<file path="config.mk">
export PLATFORM = sky130hd
export DESIGN_NAME = status_blink_scheduler
export DESIGN_NICKNAME = d
export VERILOG_FILES = /design/src/rtl/status_blink_scheduler.sv
export SDC_FILE = /design/constraint.sdc
export NUM_CORES = 1
export LEC_CHECK = 0
export CAP_MARGIN = 30
export CORE_AREA = 2 2 63 65
export CTS_CLUSTER_DIAMETER = 150
export DETAILED_ROUTE_END_ITERATION = 12
export DIE_AREA = 0 0 65 67
export GPL_TIMING_DRIVEN = 1
export PLACE_DENSITY = 0.75
export REMOVE_ABC_BUFFERS = 1
export SETUP_SLACK_MARGIN = 0.4
export SYNTH_ARGS = -nofsm -noshare
export SYNTH_HDL_FRONTEND = slang
export SYNTH_SLANG_ARGS = --single-unit
</file>
<file path="constraint.sdc">
create_clock -name clk -period 1.9 [get_ports clk]
set_input_delay 0.285 -clock clk [delete_from_list [all_inputs] [get_ports clk]]
set_output_delay 0.285 -clock clk [all_outputs]
set_load 0.02 [all_outputs]
</file>
<file path="src/rtl/status_blink_scheduler.sv">
// Round-robin scheduler that plays per-requester blink counts on one shared indicator.
// Each grant produces N pulses, then an inter-code gap, then a one-cycle ack.
module status_blink_scheduler #(
    parameter int NUM_REQ    = 4,
    parameter int CODE_W     = 3,
    parameter int ON_CYCLES  = 20,
    parameter int OFF_CYCLES = 20,
    parameter int GAP_CYCLES = 80
) (
    input  logic                       clk,
    input  logic                       rst,
    input  logic                       enable,
    input  logic [NUM_REQ-1:0]         req,
    input  logic [NUM_REQ*CODE_W-1:0]  code,
    output logic                       led_out,
    output logic [NUM_REQ-1:0]         grant,
    output logic [NUM_REQ-1:0]         ack,
    output logic                       busy
);

    localparam int MAX_ON_OFF = (ON_CYCLES > OFF_CYCLES) ? ON_CYCLES : OFF_CYCLES;
    localparam int MAX_CYC    = (MAX_ON_OFF > GAP_CYCLES) ? MAX_ON_OFF : GAP_CYCLES;
    localparam int TIMER_W    = $clog2(MAX_CYC) + 1;
    localparam int IDX_W      = $clog2(NUM_REQ);

    localparam logic [1:0] S_IDLE = 2'd0;
    localparam logic [1:0] S_ON   = 2'd1;
    localparam logic [1:0] S_OFF  = 2'd2;
    localparam logic [1:0] S_GAP  = 2'd3;

    localparam logic [TIMER_W-1:0] ON_LAST  = TIMER_W'(ON_CYCLES - 1);
    localparam logic [TIMER_W-1:0] OFF_LAST = TIMER_W'(OFF_CYCLES - 1);
    localparam logic [TIMER_W-1:0] GAP_LAST = TIMER_W'(GAP_CYCLES - 1);

    logic [1:0]         r_state;
    logic [TIMER_W-1:0] r_timer;
    logic [CODE_W-1:0]  r_pulses;
    logic [IDX_W-1:0]   r_idx;
    logic [IDX_W-1:0]   r_last;
    logic               r_led;
    logic [NUM_REQ-1:0] r_grant;
    logic [NUM_REQ-1:0] r_ack;
    logic               r_busy;

    logic [NUM_REQ-1:0] w_eligible;
    logic               w_found;
    logic [IDX_W-1:0]   w_sel;
    logic [IDX_W:0]     w_rr_idx;
    logic [CODE_W-1:0]  w_sel_code;

    // A requester with a zero count is never eligible, so it is never granted or acked.
    always_comb begin
        for (int i = 0; i < NUM_REQ; i++) begin
            w_eligible[i] = req[i] && (code[i*CODE_W +: CODE_W] != '0);
        end
    end

    // NOTE: every combinational output gets a default first so no path leaves it unassigned (no latch).
    always_comb begin
        w_found  = 1'b0;
        w_sel    = '0;
        w_rr_idx = '0;
        for (int k = 0; k < NUM_REQ; k++) begin
            w_rr_idx = {1'b0, r_last} + (IDX_W+1)'(k) + (IDX_W+1)'(1);
            if (w_rr_idx >= (IDX_W+1)'(NUM_REQ)) begin
                w_rr_idx = w_rr_idx - (IDX_W+1)'(NUM_REQ);
            end
            if (!w_found && w_eligible[w_rr_idx[IDX_W-1:0]]) begin
                w_found = 1'b1;
                w_sel   = w_rr_idx[IDX_W-1:0];
            end
        end
    end

    assign w_sel_code = code[w_sel*CODE_W +: CODE_W];

    // NOTE: sequential state uses non-blocking assignments so every register samples pre-edge values.
    always_ff @(posedge clk or posedge rst) begin
        if (rst) begin
            r_state  <= S_IDLE;
            r_timer  <= '0;
            r_pulses <= '0;
            r_idx    <= '0;
            r_last   <= IDX_W'(NUM_REQ - 1);
            r_led    <= 1'b0;
            r_grant  <= '0;
            r_ack    <= '0;
            r_busy   <= 1'b0;
        end else begin
            r_ack <= '0;
            case (r_state)
                S_IDLE: begin
                    if (enable && w_found) begin
                        r_state  <= S_ON;
                        r_timer  <= '0;
                        r_pulses <= w_sel_code;
                        r_idx    <= w_sel;
                        r_last   <= w_sel;
                        r_led    <= 1'b1;
                        r_grant  <= NUM_REQ'(1) << w_sel;
                        r_busy   <= 1'b1;
                    end
                end
                S_ON: begin
                    if (r_timer == ON_LAST) begin
                        r_timer  <= '0;
                        r_pulses <= r_pulses - CODE_W'(1);
                        r_led    <= 1'b0;
                        // Last pulse of the code heads to the gap instead of the inter-pulse low.
                        r_state  <= (r_pulses != CODE_W'(1)) ? S_OFF : S_GAP;
                    end else begin
                        r_timer <= r_timer + TIMER_W'(1);
                    end
                end
                S_OFF: begin
                    if (r_timer == OFF_LAST) begin
                        r_timer <= '0;
                        r_led   <= 1'b1;
                        r_state <= S_ON;
                    end else begin
                        r_timer <= r_timer + TIMER_W'(1);
                    end
                end
                S_GAP: begin
                    if (r_timer == GAP_LAST) begin
                        r_timer <= '0;
                        r_state <= S_IDLE;
                        r_grant <= '0;
                        r_busy  <= 1'b0;
                        r_ack   <= NUM_REQ'(1) << r_idx;
                    end else begin
                        r_timer <= r_timer + TIMER_W'(1);
                    end
                end
                default: begin
                    r_state <= S_IDLE;
                end
            endcase
        end
    end

    assign led_out = r_led;
    assign grant   = r_grant;
    assign ack     = r_ack;
    assign busy    = r_busy;

endmodule

</file>
==> flow_summary.yaml, run 1 <==
run_status:
  outcome: "finished, violations left"
  failed_checks: "negative setup slack"
logic_synthesis:
  yosysTopAreaCellShare_pct: 37.1
  synth_area_leaders: "dfrtp_1 37%, ha_1 5.9%, nor2_1 3.8%"
  netlist_instances: 168
  synth.distinct_cells: 53
  synth-async-reset-ratio_pct: 100
  synth-seq-cells: 27
  number_of_enable_type_register_cells_in_the_synthesized_netlist: 0
  mean_area_per_synthesized_cell_um2: 10.0
  post_synth_instance_area_mm2: 0.00169
  synth-warning-count: 0
  synth_ff_type: "dfrtp_1"
  cell_taking_the_most_area_after_synthesis: "dfrtp_1"
  yosysSeqAreaShare_pct: 40.2
power:
  max-vdd-ir-drop_mv: 0.690
  combPwrFrac_pct: 65.3
  share_seq_of_total_power_pct: 25.1
  power_leakage_uw: 0.00134
  clock_power_share_pct: 9.6
  power-per-cell-area_mw_per_mm2: 1380
  total_power_uw: 3730
  p_int_uw: 2190
  switching_share_pct: 41.3
  total_switching_power_uw: 1540
placement:
  detailed_place_hpwl_um: 3300
  post_dp_cell_area_mm2: 0.00227
  port_buffers: 28
  place_worst_setup_slack_ps: -499
  gp_routability_congestion: 0.972
  numPlacedInstances: 276
route:
  detail_route.iter0.violations: 86
  remaining_drc_errors: 0
  totalWireLength_um: 5160
  detail_route.vias_per_cell: 5.60
  detailroute.via_count: 1681
  wire_per_inst_um: 17.2
  ant_nets: 0
  drt_first_pass_iters: 4
clocking:
  clock_tree_from_tritoncts: "done"
  root_buffer: "clkbuf_8"
  clock_tree.buffer_depth: 2
  ctsHoldBuffers: 0
  cts_made_buffers: 3
  path_clk_slew_ps: 100
  clock_latency_ps: 280
  cts.htree.levels: 1
  cts.sink_count: 27
min_path:
  holdCritPathClass: "in2async"
worst_setup_path:
  worstSetupPathDepth: 8
  r2r-end: "r_timer[5]$_DFFE_PP0P_"
  worstPathArrival_ps: 2170
  series_of_cell_instances_along_the_critical_path: "or4b_4, buf_6, o31ai_4, a21o_1, buf_6, nor2_1, o21ai_1, o21ai_1"
  worst_path_dominant_cell_family: "simple AND/OR/NAND/NOR gates"
  crit_path_end_kind: "flip-flop"
  type_of_element_launching_the_critical_path: "flip-flop"
  max_stage_delay_ps: 590
  setup_slack_of_the_worst_register_to_register_path_ps: -90
  buffers_inverters_on_critical_path: 2
  worst_ep_required_time_ps: 2080
  critical_path.max_fanout: 5
  cp-startpoint: "r_timer[3]$_DFFE_PP0P_"
  critPathCapture: "r_timer[5]$_DFFE_PP0P_"
  crit-reg2reg-launch: "r_timer[3]$_DFFE_PP0P_"
  critical_path_class: "reg2reg"
  worst_path_max_delay_cell: "or4b_4"
  ff2ff_path_depth: 8
timing:
  finClkSkew_ps: 3.59
  slew_at_the_pin_closest_to_its_max_slew_limit_ps: 384
  period_minus_slack_ps: 1990
  timing_max_transition_violations_final: 0
  timing.final.crit_share_pct: 105
  highest_attainable_clock_frequency_mhz: 502
  hold_viol: 0
  fin_tns_setup_ps: -438
  grt_setup_unrepaired: "true"
  finalSetupViolCount: 8
  timing.slew.headroom_pct: 74.4
  fin_ws_ps: -93.0
cells_and_area:
  area.growth.synth_to_final_pct: 60.5
  antenna-diode-count: 0
  final_nets: 280
  finish.cell_count_without_fillers: 300
  drive_gt1_share_pct: 49.2
  stdcell_area_mm2: 0.00271
global_routing:
  pin_count_of_the_biggest_net_entering_global_routing: 28
  vias_in_the_first_global_route: 1821
  grt-ovfl-total: 0
  grt_antenna_before_repair: 0
  wire_length_of_the_first_global_routing_pass_um: 8020
  global_route.usage.total_pct: 24.1
die:
  effective_utilization_at_floorplan_pct: 46.7
  i_o_pins: 29
  design.die.area_mm2: 0.00436
  die_w_um: 65
  std_cell_rows: 22
  floorplan.die.height_um: 67
  fp.coreArea_mm2: 0.00361
run:
  drv.max_cap_violation_count: 0
repair_timing:
action                                  in CTS  in global routing
hold endpoints to repair                     0                  0
resized for setup                          102                 33
setup buffers                               12                  8
endpoints found under the setup margin      35                 29
pin swaps                                   35                 17
power by group through the flow:
stage	logic, uW	clock network, uW	registers [uW]
6_report	2440	359	935
5_1_grt	2600	396	956
4_1_cts	2190	365	909
3_5_place_dp	1790	0	926
3_3_place_gp	1710	0	909
2_1_floorplan	1000	0	949
cells in the final DEF, fill, tap and decap left out, types with 2 or more instances in the layout:
cell type        Yosys  final
inv_1               13     11
clkdlybuf4s50_1      0      2
o31ai_2              1      2
and3_1               6      4
o31a_1               4      4
a21oi_2              0      2
mux2_4               1      2
clkbuf_8             0      3
mux2i_1              5      5
ha_1                 8      6
o21ai_1              5      6
a31oi_1              2      2
buf_4                0     37
dlymetal6s2s_1       0      2
o211ai_2             2      2
nand2_1             15     10
nor2_2               1      5
nor2_4               0      4
o21ai_2              1      4
o221a_4              0      2
nor2_1              17      9
buf_2                1      8
buf_6                1     18
dfstp_2              2      2
and3_4               0      2
a32o_1               2      2
dfrtp_1             25     25
dlygate4sd2_1        0     12
inv_2                0      2
o31ai_4              1      2
o211ai_1             2      2
a21o_1               5      5
nand2_2              0      4
a22o_1               3      3
cells by family after synthesis:
| logic type | share of synthesized area, % |
|---|---|
| mux | 6.53 |
| compound gates | 25.7 |
| simple gates | 17.0 |
| fa+ha+maj | 5.94 |
| flops | 40.2 |
| xor+xnor | 0.520 |
| buf+inv | 4.08 |
cells in the mapped netlist (3+ instances only):
| library cell | number |
|---|---|
| and3_1 | 6 |
| o31ai_1 | 3 |
| nand2_1 | 15 |
| inv_1 | 13 |
| nor2_1 | 17 |
| a22o_1 | 3 |
| o21ai_0 | 6 |
| o21ai_1 | 5 |
| a21o_1 | 5 |
| o31a_1 | 4 |
| ha_1 | 8 |
| mux2i_1 | 5 |
| dfrtp_1 | 25 |
| a21oi_1 | 3 |
state kept, by name (all words and copies together) (netlist names):
name and cells:
r_idx 2, r_state 2, led_out 1, busy 1
ack 4, grant 4, r_pulses 3, r_timer 8
r_last 2
per-layer routing:
layer  vias up  GRT usage (%)  wire length, um
met2        45           49.4             3020
met3         6           1.86              131
met5         -              0                0
met4         0           8.78               57
li1        792              -                -
met1       838           25.1             1950
final cells by class:
cell class | count | area, um^2
Clock buffer | 3 | 41.3
Clock inverter | 1 | 8.76
Fill cell | 239 | 901
Inverter | 13 | 48.8
Multi-Input combinational cell | 125 | 1150
Sequential cell | 27 | 678
Tap cell | 48 | 60.1
Timing Repair Buffer | 83 | 721
worst min-delay path by stage:
stage / from / end / slack, ps / depth (start not counted)
after floorplan: rst / ack[0]$_DFF_PP0_ / 340 / 1
after global placement: busy$_DFFE_PP0P_ / busy$_DFFE_PP0P_ / 460 / 1
after detailed placement: busy$_DFFE_PP0P_ / busy$_DFFE_PP0P_ / 470 / 1
after CTS: rst / r_timer[5]$_DFFE_PP0P_ / 370 / 3
after global routing: rst / r_timer[7]$_DFFE_PP0P_ / 390 / 3
final: rst / r_timer[7]$_DFFE_PP0P_ / 360 / 3
metrics by stage:
| step | hold slack (ps) | util (%) |
|---|---|---|
| after floorplan | 336 | - |
| after global placement | 459 | 62.9 |
| after detailed placement | 471 | 62.9 |
| after CTS | 367 | 69.8 |
| after global routing | 393 | 75.0 |
| final | 363 | 75.0 |
tightest hold or removal path: cells and delay by family:
kind	cells	cell delay (ps)
buffers and inverters	3	780
No activity file was read; power rests on OpenSTA's default activity.
==> run 2: changes to the inputs <==
--- a/config.mk
+++ b/config.mk
@@ -5,11 +5,12 @@
 export SDC_FILE = /design/constraint.sdc
 export NUM_CORES = 1
 export LEC_CHECK = 0
+export ABC_AREA = 1
 export CAP_MARGIN = 30
-export CORE_AREA = 2 2 63 65
+export CORE_AREA = 2 2 64 66
 export CTS_CLUSTER_DIAMETER = 150
 export DETAILED_ROUTE_END_ITERATION = 12
-export DIE_AREA = 0 0 65 67
+export DIE_AREA = 0 0 66 68
 export GPL_TIMING_DRIVEN = 1
 export PLACE_DENSITY = 0.75
 export REMOVE_ABC_BUFFERS = 1
==> run 2 against run 1 <==
Against the previous run: the flow still finishes with violations (negative setup slack); sequential share of layout area is 0.45 points higher; combinational power up 30%; final cell count rose by 20%; synthesized area up 5.3%; clock power down 4%; hold slack got worse by 15 ps; core utilization down 6.1 points; flip-flop and latch count did not move; via count up 9.9%.
==> flow_summary.yaml, run 2 <==
run_status:
  outcome: "finished, violations left"
  failed_checks: "negative setup slack"
route:
  drt_first_pass_iters: 4
  detail_route.vias_per_cell: 5.13
  totalWireLength_um: 4460
  routed.top_layer: "met4"
  routed-wl-met2_um: 2280
  routedLengthMet1_um: 1930
  detail_route.iter0.violations: 157
  remaining_drc_errors: 0
  detailroute.via_count: 1848
  ant_nets: 0
  wl_met3_um: 183
  wire_per_inst_um: 12.4
min_path:
  holdCritPathClass: "in2async"
timing:
  timing.slew.headroom_pct: 72.7
  slew_at_the_pin_closest_to_its_max_slew_limit_ps: 407
  period_minus_slack_ps: 2080
  finClkSkew_ps: 5.00
  fin_ws_ps: -183
  highest_attainable_clock_frequency_mhz: 480
  grt_setup_unrepaired: "true"
  timing.final.crit_share_pct: 110
  timing_max_transition_violations_final: 0
  finalSetupViolCount: 23
  hold_viol: 0
  holdWs_ps: 348
worst_setup_path:
  worst_path_max_delay_cell: "dfstp_2"
  crit_path_end_kind: "flip-flop"
  series_of_cell_instances_along_the_critical_path: "xor2_4, nand3_2, nand2_4, nand2_2, nor2_2, nand2_1, nand2_2, nand2_8, buf_6, buf_6, nand3_2, o21ai_1"
  critical_path_class: "reg2reg"
  type_of_element_launching_the_critical_path: "flip-flop"
  max_stage_delay_ps: 630
  worstPathArrival_ps: 2260
  worst_path_dominant_cell_family: "simple AND/OR/NAND/NOR gates"
  critical_path.max_fanout: 7
  worst_ep_required_time_ps: 2070
  buffers_inverters_on_critical_path: 2
clocking:
  root_buffer: "clkbuf_8"
  ctsHoldBuffers: 0
  cts_made_buffers: 3
  path_clk_slew_ps: 100
  cts.sink_count: 27
  clock_tree_from_tritoncts: "done"
  clock_latency_ps: 280
  clock_tree.buffer_depth: 2
  cts.htree.levels: 1
power:
  power_leakage_uw: 0.00130
  max-vdd-ir-drop_mv: 0.862
  power-per-cell-area_mw_per_mm2: 1660
die:
  die_w_um: 66
  fp.coreArea_mm2: 0.00386
  effective_utilization_at_floorplan_pct: 46.0
  i_o_pins: 29
  floorplan.die.height_um: 68
  design.die.area_mm2: 0.00449
  std_cell_rows: 23
logic_synthesis:
  synth_area_leaders: "dfrtp_1 35%, nand2_1 14%, nand3_1 7.6%"
  netlist_instances: 243
  synth_ff_type: "dfrtp_1"
  synth-async-reset-ratio_pct: 100
  mean_area_per_synthesized_cell_um2: 7.31
  synth.most_common_cell: "nand2_1"
  yosysSeqAreaShare_pct: 38.2
  yosysTopAreaCellShare_pct: 35.2
  synth.distinct_cells: 29
  synth-seq-cells: 27
  cell_taking_the_most_area_after_synthesis: "dfrtp_1"
  post_synth_instance_area_mm2: 0.00178
  synth_top_cells_by_count: "65 x nand2_1, 30 x inv_1, 27 x nand3_1, 25 x dfrtp_1, 16 x o21ai_0"
  number_of_enable_type_register_cells_in_the_synthesized_netlist: 0
  synth-warning-count: 0
global_routing:
  grt-ovfl-total: 0
  vias_in_the_first_global_route: 1723
  pin_count_of_the_biggest_net_entering_global_routing: 28
  grt_antenna_before_repair: 0
  global_route.usage.total_pct: 20.5
  wire_length_of_the_first_global_routing_pass_um: 7210
cells_and_area:
  area.sequential_um2: 678
  area.growth.synth_to_final_pct: 49.7
  layout_common_cells: "57 x nand2_1, 31 x buf_4, 29 x inv_1, 25 x dfrtp_1"
  drive_gt1_share_pct: 30.3
  top_register: "r_timer"
  final_nets: 338
  nFillCells: 320
  multiInputGateArea_mm2: 0.00116
  largest_register_ffs: 8
  final_core_utilization_pct: 68.9
  antenna-diode-count: 0
  final_common_cell: "nand2_1"
placement:
  port_buffers: 28
  place_worst_setup_slack_ps: -352
  detailed_place_hpwl_um: 3060
  gp_routability_congestion: 0.911
run:
  drv.max_cap_violation_count: 0
-- run 2: cell types whose count changed in the layout (fill, tap and decap cells not counted), moves of 5 or more --
cell,before,now
nand2_1,10,57
inv_1,11,29
nand3_1,1,18
clkdlybuf4s50_1,2,18
buf_6,18,4
a21oi_1,1,10
nand3_2,0,9
buf_2,8,0
o21ai_0,1,8
buf_4,37,31
a21o_1,5,0
dlygate4sd2_1,12,7
mux2i_1,5,0
-- run 2: area by class of cell --
class	instances	area share, %
timing repair inverter	1	0.235
timing repair buffer	63	21.0
sequential	27	25.5
inverter	35	5.32
clock inverter	1	0.282
clock buffer	3	1.55
multi-input combinational	180	43.8
tap	50	2.35
-- run 2: through the flow --
step	power (uW)	instances	setup TNS (ps)	cell area [um^2]
floorplan	2600	242	0	1770
global placement	3430	345	-6070	2300
detailed placement	3450	345	-6720	2300
CTS	4110	354	-1750	2520
global route	4820	360	-6140	2660
finish	4420	360	-3040	2660
-- run 2: timing repair --
action,4_1_cts,5_1_grt
cloned,0,1
buffers inserted,5,5
setup endpoints to repair,34,30
pin swaps,7,16
resized for setup,48,22
-- run 2: kinds of logic (layout without fill, tap and decap cells) --
kind of cell / after synthesis / count (layout) / share of synthesized area (%)
simple gates: 132 / 132 / 34.9
fa+ha+maj: 8 / 8 / 5.64
buf+inv: 36 / 103 / 8.10
flops: 27 / 27 / 38.2
compound gates: 38 / 38 / 11.8
xor+xnor: 2 / 2 / 1.41
-- run 2: worst min-delay path: cells and delay by family --
family | cells | cell delay (ps)
buf+inv | 3 | 760
-- run 2: path summary, 6_finish.rpt --
path / startpoint / end / slack [ps] / depth (start not counted)
worst min register to register: r_pulses[1]$_DFFE_PP0P_ / r_pulses[1]$_DFFE_PP0P_ / 480 / 2
worst max register to register: r_last[0]$_DFFE_PP1P_ / r_timer[0]$_DFFE_PP0P_ / -180 / 12
min in group clk: r_pulses[1]$_DFFE_PP0P_ / r_pulses[1]$_DFFE_PP0P_ / 480 / 2
worst max-delay path: r_last[0]$_DFFE_PP1P_ / r_timer[0]$_DFFE_PP0P_ / -180 / 12
worst min-delay path: rst / ack[1]$_DFF_PP0_ / 350 / 3
max in group asynchronous: rst / r_last[0]$_DFFE_PP1P_ / 1260 / 3
-- run 2: metal layers --
layer | up-vias | global-route usage [%]
li1 | 941 | -
met1 | 841 | 23.3
met2 | 55 | 40.3
met3 | 11 | 1.97
met4 | 0 | 6.63
met5 | - | 0
-- run 2: power breakdown --
part	internal [uW]	switching [uW]
Sequential	757	149
Combinational	1310	1860
Clock	149	197
Total	2210	2200
